==> config.mk <==
export PLATFORM = sky130hd
export DESIGN_NAME = uart_tx
export DESIGN_NICKNAME = d
export VERILOG_FILES = /design/src/rtl/uart_tx.sv
export SDC_FILE = /design/constraint.sdc
export NUM_CORES = 1
export LEC_CHECK = 0
export BUFFER_PORTS_ARGS = -buffer_cell sky130_fd_sc_hd__buf_4
export CORE_MARGIN = 2
export CORE_UTILIZATION = 58
export CTS_CLUSTER_DIAMETER = 60
export CTS_CLUSTER_SIZE = 16
export DETAILED_ROUTE_END_ITERATION = 8
export HOLD_SLACK_MARGIN = 0.03
export PLACE_DENSITY_LB_ADDON = 0.05
export SETUP_SLACK_MARGIN = 0.4
export SLEW_MARGIN = 20
export SYNTH_ARGS = -nofsm -noshare
export SYNTH_HDL_FRONTEND = slang
export SYNTH_SLANG_ARGS = --single-unit
==> constraint.sdc <==
create_clock -name clk -period 2.5 [get_ports clk]
set_input_delay 0.25 -clock clk [delete_from_list [all_inputs] [get_ports clk]]
set_output_delay 0.25 -clock clk [all_outputs]
set_load 0.005 [all_outputs]
==> src/rtl/uart_tx.sv <==
// UART transmitter: one byte per accepted request, sent LSB first as
// start bit, 8 data bits, optional parity bit and 1 or 2 stop bits.
module uart_tx #(
  parameter int unsigned CLKS_PER_BIT = 10417,
  parameter bit          PARITY_EN    = 1'b0,
  parameter bit          PARITY_ODD   = 1'b0,
  parameter int unsigned STOP_BITS    = 1
) (
  input  logic       clk,
  input  logic       rst,
  input  logic       tx_en,
  input  logic       tx_start,
  input  logic [7:0] data_in,
  output logic       tx,
  output logic       busy,
  output logic       done
);

  localparam int unsigned CNT_W = (CLKS_PER_BIT > 1) ? $clog2(CLKS_PER_BIT) : 1;
  localparam logic [CNT_W-1:0] CNT_LAST = CNT_W'(CLKS_PER_BIT - 1);
  localparam logic [2:0]       STOP_LAST = 3'(STOP_BITS - 1);

  typedef enum logic [2:0] {
    S_IDLE,
    S_START,
    S_DATA,
    S_PARITY,
    S_STOP,
    S_DONE
  } state_t;

  state_t           state_q, state_d;
  logic [CNT_W-1:0] cnt_q, cnt_d;
  logic [2:0]       idx_q, idx_d;
  logic [7:0]       shift_q, shift_d;
  logic             par_q, par_d;
  logic             tx_q, tx_d;
  logic             busy_q, busy_d;
  logic             done_q, done_d;
  logic             end_bit;

  assign end_bit = (cnt_q == CNT_LAST);

  // Next-state logic; outputs are derived from the next state so they are
  // registered alongside it and change only on transitions / bit boundaries.
  always_comb begin
    state_d = state_q;
    cnt_d   = cnt_q + CNT_W'(1);
    idx_d   = idx_q;
    shift_d = shift_q;
    par_d   = par_q;
    tx_d    = 1'b1;
    busy_d  = 1'b0;
    done_d  = 1'b0;

    unique case (state_q)
      S_IDLE, S_DONE: begin
        cnt_d = '0;
        idx_d = '0;
        if (tx_start) begin
          shift_d = data_in;
          par_d   = (^data_in) ^ PARITY_ODD;
          state_d = S_START;
        end else begin
          state_d = S_IDLE;
        end
      end
      S_START: begin
        if (end_bit) begin
          cnt_d   = '0;
          state_d = S_DATA;
        end
      end
      S_DATA: begin
        if (end_bit) begin
          cnt_d   = '0;
          shift_d = {1'b0, shift_q[7:1]};
          idx_d   = idx_q + 3'd1;
          if (idx_q == 3'd7) begin
            idx_d   = '0;
            state_d = PARITY_EN ? S_PARITY : S_STOP;
          end
        end
      end
      S_PARITY: begin
        if (end_bit) begin
          cnt_d   = '0;
          state_d = S_STOP;
        end
      end
      S_STOP: begin
        if (end_bit) begin
          cnt_d = '0;
          idx_d = idx_q + 3'd1;
          if (idx_q == STOP_LAST) begin
            idx_d   = '0;
            state_d = S_DONE;
          end
        end
      end
      default: begin
        cnt_d   = '0;
        idx_d   = '0;
        state_d = S_IDLE;
      end
    endcase

    // Disable truncates the frame immediately; nothing is resent.
    if (!tx_en) begin
      state_d = S_IDLE;
      cnt_d   = '0;
      idx_d   = '0;
    end

    unique case (state_d)
      S_START:  tx_d = 1'b0;
      S_DATA:   tx_d = shift_d[0];
      S_PARITY: tx_d = par_d;
      default:  tx_d = 1'b1;
    endcase
    busy_d = (state_d == S_START) || (state_d == S_DATA) ||
             (state_d == S_PARITY) || (state_d == S_STOP);
    done_d = (state_d == S_DONE);
  end

  // State and output registers with synchronous reset to an idle-high line.
  always_ff @(posedge clk) begin
    if (rst) begin
      state_q <= S_IDLE;
      cnt_q   <= '0;
      idx_q   <= '0;
      shift_q <= '0;
      par_q   <= 1'b0;
      tx_q    <= 1'b1;
      busy_q  <= 1'b0;
      done_q  <= 1'b0;
    end else begin
      state_q <= state_d;
      cnt_q   <= cnt_d;
      idx_q   <= idx_d;
      shift_q <= shift_d;
      par_q   <= par_d;
      tx_q    <= tx_d;
      busy_q  <= busy_d;
      done_q  <= done_d;
    end
  end

  assign tx   = tx_q;
  assign busy = busy_q;
  assign done = done_q;

endmodule
### Word-level counts from Yosys, hierarchy flattened

Index checks and enable logic that the tools add are counted.

| operators by class | value |
|---|---|
| add/subtract/negate cells | 2 |
| eq/ne operators | 15 |
| muxes and demuxes | 20 |
| bitwise logic cells | 3 |
| reductions and logical operators | 14 |

Operators by type and width:

| operator | number |
|---|---|
| $mux W3 | 11 |
| $mux W8 | 2 |
| $pmux W8 S2 | 1 |
| $eq A3 B3 Y1 const B | 5 |
| $pmux W3 S5 | 1 |
| $add A14 B1 Y14 const B | 1 |
| $eq A14 B14 Y1 const B | 1 |
| $eq A3 B2 Y1 const B | 4 |
| $pmux W3 S3 | 1 |
| $reduce_or A4 Y1 | 2 |
| $reduce_xor A8 Y1 | 1 |
| $eq A3 B1 Y1 const B | 2 |
| $logic_not A3 Y1 | 2 |
| $ne A2 B2 Y1 const B | 3 |
| $reduce_and A3 Y1 | 2 |
| $reduce_or A2 Y1 | 3 |
| $add A3 B1 Y3 const B | 1 |
| $logic_or A1 B1 Y1 | 3 |
| $mux W1 | 3 |
| $not A1 Y1 | 3 |
| $pmux W1 S3 | 1 |
| $reduce_bool A2 Y1 | 1 |

| word-level totals | value |
|---|---|
| register bits after elaboration | 32 |
| output and inout port bits | 3 |
| logic and storage cells | 63 |

### Logic depth before layout (Yosys ltp)

Gate-level depths: netlist of run 1.

| depth | value |
|---|---|
| depth in word-level cells | 9 |
| depth in mapped cells | 7 |
| depth with buffers taken out | 7 |

### Worst setup path before layout of run 1

Ideal clock, no wire load.

| path | value |
|---|---|
| kind | flip-flop to flip-flop |
| from | register cnt_q[0] |
| to | register tx_q, in the netlist tx |
| setup time | 0.124 ns |
| arrival time | 1.675 ns |
| required time | 2.376 ns |
| setup slack | 0.701 ns |
| cell stages (with the launch flop) | 8 |
| clock period less this slack | 1.799 ns |
| cells stage by stage | dfxtp_1 inv_1 ha_1 nor3b_1 nand4_2 mux2_4 a2111oi_4 o21bai_1 |

| on the way | value |
|---|---|
| word-level cells in the longest chain between the ends | 6 |
| elaborated cells between the ends (all ways) | 13 |

RTL lines:

| item | line | source |
|---|---|---|
| from (decl) | 33 | `logic [CNT_W-1:0] cnt_q, cnt_d;` |
| from (signal assigned) | 139 | `cnt_q <= cnt_d;` |
| $eq A14 B14 Y1 * | 42 | `assign end_bit = (cnt_q == CNT_LAST);` |
| $mux W3 (on tied branches) | -- |  |
| $pmux W3 S5 | 56 | `unique case (state_q)` |
| $mux W3 | 109 | `if (!tx_en) begin` |
| $eq A3 B2 Y1 or $eq A3 B1 Y1 (tied branches) | 115 | `unique case (state_d)` |
| $pmux W1 S3 * | 115 |  |
| to (signal assigned) | 143 | `tx_q <= tx_d;` |
| to (decl) | 37 | `logic tx_q, tx_d;` |

Mark *: on every way between the ends. The rest lies on a longest branch, timed or not. The select of a mux whose other input is x is not followed.
A chain may end at the register's enable or synchronous reset.

### Worst setup path in the final report of run 1

Same ends and word-level chain as after synthesis.

==> impl_metrics.toml, run 1 <==
[critical_path]
critPathSlowestCell = "dfxtp_1"
setup.worst_path.end = "tx"
critical_path.max_fanout = 6
path_class = "reg -> reg"
startpoint_type = "flop"
rrSetupSlack_ns = 0.56
crit_start = "cnt_q[0]"
slowest_delay_ns = 0.36
path_depth = 7
worstReg2RegStart = "cnt_q[0]"
reg2regPathDepth = 7
crit_required_ns = 2.72
cp.buffers_inverters = 1
end_kind = "flop"
cp.arrival_ns = 2.16
r2r_end = "tx"
path_cells = "inv_1, ha_1, nor3b_1, nand4_2, mux2_4, a2111oi_4, o21bai_1"
cpLargestDelayFamily = "compound AO/OA/AOI/OAI gates"

[finish]
fin_area_sq_um = 1950
areaGrowthSynthToFinish_pct = 11.5
final_util_pct = 69.6
layout_common_cells = "dfxtp_1, nor2_1, buf_4"
multi_input_area_sq_um = 1040
instances_no_fill = 247
layout-drive-gt1-share_pct = 15.3
fin_nets = 233
seq_area_sq_um = 641
final_common_cell = "dfxtp_1"
n_fill_cell = 236
n_antenna_cell = 0

[drt]
drt_pass1_iterations = 6
vias_per_cell = 6.03
routed_wl_um = 3620
vias = 1489
ant_nets = 0
drcViolationCount = 2
first_iter_violations = 84
wl_per_cell_um = 14.7

[timing]
tightest_slew_ns = 1.00
period_share_pct = 77.5
hold_viol_final = 0
relSlewSlack_pct = 32.9
drv_slew = 0
period_needed_ns = 1.94
fin_setup_tns_ns = 0
fmax_mhz = 516
setup_viol = 0
rsz0062_at_grt = "false"
skew_ns = 0.0101

[power_and_ir_drop]
powerDensity_nw_per_um2 = 494
p_leak_nw = 0.737
irDropWorstVdd_mv = 0.319

[synth]
synth-warning-count = 0
synth-edff-count = 0
ys_ff_latch = 32
synthFlopType = "dfxtp_1"
synth_area_sq_um = 1750
synth_fp_nets = 217
synthArstFlopShare_pct = 0
synthCells = 200
synthDistinctLibCells = 47
seq_area_frac_synth_pct = 36.6
syn_avg_cell_area_sq_um = 8.76

[global_routing]
grt_overflow = 0
grt_pass1_vias = 1454
track_usage_pct = 24.3
grt_pass1_wl_um = 6280
grt_max_degree = 18
antenna_found_initial = 0

[clock_tree]
clockBufferDepth = 2
cts-root-buf = "clkbuf_4"
htreeDepth = 2
post_cts.resized_instances = 0
cts.reportedPaths.clkPinSlew_ns = 0.09
numCtsBuffers = 5
insertion_delay_ns = 0.34
cts_tree = "built"
cts_hold_buf = 0
cts_sinks = 32
post_cts_buffers = 0

[die]
top_level_ports = 15
num_rows = 19
coreArea_sq_um = 2810
start_util_pct = 62.4
fp.dieW_um = 59.0
die_h_um = 59.0
die_area_sq_um = 3480

[job]
cap_violations = 0

[run_status]
violations = "design-rule violations"
status = "complete, but fails checks"

[placement]
placed_cells = 240
port_buffers = 14
post_dp_cell_area_sq_um = 1880
routabilityCongestion = 0.821
hpwl_um = 2780

[min_path]
min_path_type = "in -> reg"
synth_stat cells, drive strengths merged, types with 2 or more instances:
cell	instances	area [sq um]
and2	2	12.5
nand4	8	56.3
mux2i	5	50.1
a211oi	2	15.0
inv	10	37.5
xnor2	14	123
ha	5	62.6
dfxtp	32	641
a2bb2oi	3	26.3
a22oi	6	45.0
nor2b	5	31.3
nand2	16	60.1
xor2	5	43.8
and4bb	2	25.0
a21oi	6	30.0
nand2b	3	18.8
nor3b	2	15.0
and3	4	25.0
mux2	2	26.3
o21ai	6	30.0
nor2	25	93.8
o2bb2ai	6	52.6
clkbuf	4	16.3
nor3	5	25.0
buf	4	20.0
nand3	2	10.0
power breakdown:
group / total [mW] / internal (mW) / switching, mW
clock network: 0.327 / 0.159 / 0.168
logic: 0.104 / 0.0538 / 0.0504
registers: 0.533 / 0.523 / 0.0104
routing by layer:
metal / GRT usage, % / up-vias / share of wire (%)
met5: 0 / - / 0
met4: 12.7 / 0 / 2.5
met3: 4.84 / 10 / 4.1
met2: 38.3 / 32 / 47
met1: 31.5 / 706 / 46
li1: - / 741 / -
registers in the layout (all words and copies together), names as in the netlist:
signal   count
tx           1
busy         1
idx_q        3
shift_q      8
done         1
par_q        1
cnt_q       14
state_q      3
cell type report:
cell class	instances	area share (%)
multi-input cells	150	53.4
inverters	10	1.92
repair buffers	17	6.53
flip-flops and latches	32	32.8
well taps	31	1.99
clock buffers	7	3.33
worst register-to-register path, cell delays in order, from the launching register on:
cell and delay, ns:
dfxtp_1 0.36, inv_1 0.07, ha_1 0.14, nor3b_1 0.23
nand4_2 0.21, mux2_4 0.37, a2111oi_4 0.34, o21bai_1 0.10
cells by family (layout without fill, tap and decap cells):
group / after synthesis / after routing / synth area share, %
compound gates: 40 / 40 / 17.9
xor+xnor: 19 / 19 / 9.50
fa+ha+maj: 5 / 5 / 3.57
buf+inv: 18 / 34 / 4.21
flops: 32 / 32 / 36.6
mux: 7 / 7 / 4.36
simple gates: 79 / 79 / 23.9
stage by stage:
step	power, mW	hold slack [ns]	setup slack, ns
global route	1.01	0.176	0.402
CTS	0.977	0.165	0.521
detailed placement	0.649	0.453	0.545
global placement	0.645	0.447	0.633
floorplan	0.613	0.390	0.701
finish	0.964	0.171	0.563
how the worst min path moves through the flow:
stage | slack [ns] | from | cells past startpoint | end
6_report | 0.17 | data_in[7] | 3 | shift_q[7]
5_1_grt | 0.18 | data_in[7] | 3 | shift_q[7]
4_1_cts | 0.17 | data_in[7] | 3 | shift_q[7]
3_5_place_dp | 0.45 | shift_q[6] | 1 | shift_q[6]
3_3_place_gp | 0.45 | shift_q[6] | 1 | shift_q[6]
2_1_floorplan | 0.39 | data_in[7] | 2 | shift_q[7]
No activity file was read; power rests on OpenSTA's default activity.
==> run 2, diff against run 1 <==
--- a/config.mk
+++ b/config.mk
@@ -5,9 +5,10 @@
 export SDC_FILE = /design/constraint.sdc
 export NUM_CORES = 1
 export LEC_CHECK = 0
+export ABC_AREA = 1
 export BUFFER_PORTS_ARGS = -buffer_cell sky130_fd_sc_hd__buf_4
 export CORE_MARGIN = 2
-export CORE_UTILIZATION = 58
+export CORE_UTILIZATION = 59
 export CTS_CLUSTER_DIAMETER = 60
 export CTS_CLUSTER_SIZE = 16
 export DETAILED_ROUTE_END_ITERATION = 8
==> constraint.sdc (replaced) <==
create_clock -name clk -period 1.8 [get_ports clk]
set_input_delay 0.18 -clock clk [delete_from_list [all_inputs] [get_ports clk]]
set_output_delay 0.18 -clock clk [all_outputs]
set_load 0.005 [all_outputs]
==> run 2 against run 1 <==
Effect of this change: combinational power is 77% higher; wire length up 24%; the run now ends clean; critical path type unchanged; register-to-register slack worse by 0.25 ns; via count up 25%; worst setup slack got worse by 0.25 ns; global-route usage down 1.2 points; maximum frequency is 30% higher; final area up 29%; worst hold slack worse by 0.057 ns.
==> impl_metrics.toml, run 2 <==
[run_status]
status = "finished, final reports clean"

[drt]
first_iter_violations = 96
drt_pass1_iterations = 4
vias = 1856
routed_wl_um = 4500
wl_per_cell_um = 12.6
drcViolationCount = 0
ant_nets = 0
vias_per_cell = 5.20

[synth]
ys_top_cells_by_area = "dfxtp_1, nand2_1, inv_1"
ys_ff_latch = 32
seq_area_frac_synth_pct = 33.9
synthDistinctLibCells = 32
synth_top_area_cell = "dfxtp_1"
synth_fp_nets = 298
synth_common_cells = "nand2_1, inv_1, nor2_1"
synth-edff-count = 0
synthFlopType = "dfxtp_1"
synth_top_area_share_pct = 33.9
synth_area_sq_um = 1890
syn_avg_cell_area_sq_um = 6.72
synthCells = 281
synth-warning-count = 0
synthArstFlopShare_pct = 0
yosys.cell_count.top_type = "nand2_1"

[critical_path]
path_class = "reg -> reg"
path_cells = "inv_2, ha_4, nand2_2, nor2_4, nand2_4, nand2_4, nand3_4, nand2_2, nand3_1, nand3_1, nand2_1"
cp.arrival_ns = 1.74
slowest_delay_ns = 0.35
startpoint_type = "flop"
critical_path.max_fanout = 8
rrSetupSlack_ns = 0.31
critPathSlowestCell = "dfxtp_2"
end_kind = "flop"
crit_required_ns = 2.05

[timing]
hold_viol_final = 0
tightest_slew_ns = 0.364
period_needed_ns = 1.49
fin_setup_tns_ns = 0
setup_viol = 0
relSlewSlack_pct = 75.6
skew_ns = 0.0100
fmax_mhz = 673
period_share_pct = 82.6
rsz0062_at_grt = "true"
drv_slew = 0

[global_routing]
grt_max_degree = 16
grt_pass1_vias = 1546
antenna_found_initial = 0
grt_pass1_wl_um = 6380
grt_overflow = 0
track_usage_pct = 23.1

[power_and_ir_drop]
p_comb_share_pct = 13.6
clkPwrFrac_pct = 32.2
switching_share_pct = 26.8
p_int_mw = 0.991
powerDensity_nw_per_um2 = 539
irDropWorstVdd_mv = 0.421
total_power_mw = 1.35
seq_power_share_pct = 54.2
p_leak_nw = 1.18
power.switching_mw = 0.362

[clock_tree]
cts_tree = "built"
cts-root-buf = "clkbuf_4"
cts_sinks = 32
clockBufferDepth = 2
insertion_delay_ns = 0.34
htreeDepth = 2
numCtsBuffers = 5
cts.reportedPaths.clkPinSlew_ns = 0.10
cts_hold_buf = 0

[finish]
regMostFlops = "cnt_q"
final_common_cell = "nand2_1"
layout_common_cells = "nand2_1, inv_1, nor2_1"
fin_nets = 329
layout-drive-gt1-share_pct = 39.9
areaGrowthSynthToFinish_pct = 33.0
largest_reg_flops = 14
n_antenna_cell = 0
n_fill_cell = 206
top_regs = "cnt_q (14), shift_q (8)"

[die]
num_rows = 20
start_util_pct = 61.9
die_h_um = 60.6
die_area_sq_um = 3670
coreArea_sq_um = 3050
top_level_ports = 15
fp.dieW_um = 60.6

[min_path]
min_path_type = "in -> reg"

[placement]
hpwl_um = 2700
port_buffers = 14
routabilityCongestion = 0.809

[job]
cap_violations = 0
run 2: per-stage QoR:
stage | cells | hold WS, ns | area [sq um] | utilization (%) | setup slack [ns]
floorplan | 281 | 0.249 | 1900 | - | 0.408
global placement | 337 | 0.451 | 2050 | 67.1 | 0.254
detailed placement | 337 | 0.456 | 2050 | 67.1 | 0.231
CTS | 351 | 0.127 | 2230 | 73.2 | 0.337
global route | 357 | 0.113 | 2510 | 82.3 | 0.198
finish | 357 | 0.114 | 2510 | 82.3 | 0.313
run 2: power groups by stage:
stage / sequential, mW / clock [mW] / combinational (mW)
finish: 0.734 / 0.436 / 0.184
global route: 0.736 / 0.464 / 0.208
CTS: 0.734 / 0.433 / 0.162
detailed placement: 0.750 / 0 / 0.157
global placement: 0.750 / 0 / 0.154
floorplan: 0.749 / 0 / 0.107
run 2: worst paths after layout:
check | cells after the start | to | startpoint
worst min register to register | 2 | shift_q[0] | shift_q[0]
worst max-delay path | 11 | tx | cnt_q[1]
worst max register to register | 11 | tx | cnt_q[1]
worst min-delay path | 3 | shift_q[7] | data_in[7]
run 2: cell families (layout without fill, tap and decap cells):
family / Yosys count / after routing / synth area share [%]
buffers and inverters: 47 / 79 / 9.54
XOR/XNOR: 3 / 3 / 1.39
AND/OR/NAND/NOR: 157 / 157 / 41.5
AO/OA/AOI/OAI: 37 / 37 / 10.4
flip-flops: 32 / 32 / 33.9
adder cells (fa/ha/maj): 5 / 5 / 3.31
run 2: repair_timing:
action | 4_1_cts | 5_1_grt
setup endpoints to repair | 27 | 26
pin swaps | 11 | 23
gates resized for setup | 23 | 68
setup buffers | 6 | 6
run 2: worst max-delay path: cells and delay by family (launching register included):
kind / cells / cell delay [ns]
buf+inv: 1 / 0.07
simple gates: 9 / 0.84
flops: 1 / 0.35
fa+ha+maj: 1 / 0.14
run 2: cell type report:
cell class                 instances  area (sq um)  share of cell area (%)
clock buffer                       8          58.8                    2.34
inverter                          45           174                    6.92
multi-input combinational        202          1340                    53.2
sequential                        32           661                    26.3
tap                               44          55.1                    2.19
timing repair buffer              26           228                    9.06
run 2: metal layers:
layer	track usage (%)	wire, um
met1	29.7	1890
met2	37.8	2360
met3	6.18	202
met4	7.45	49
met5	0	0
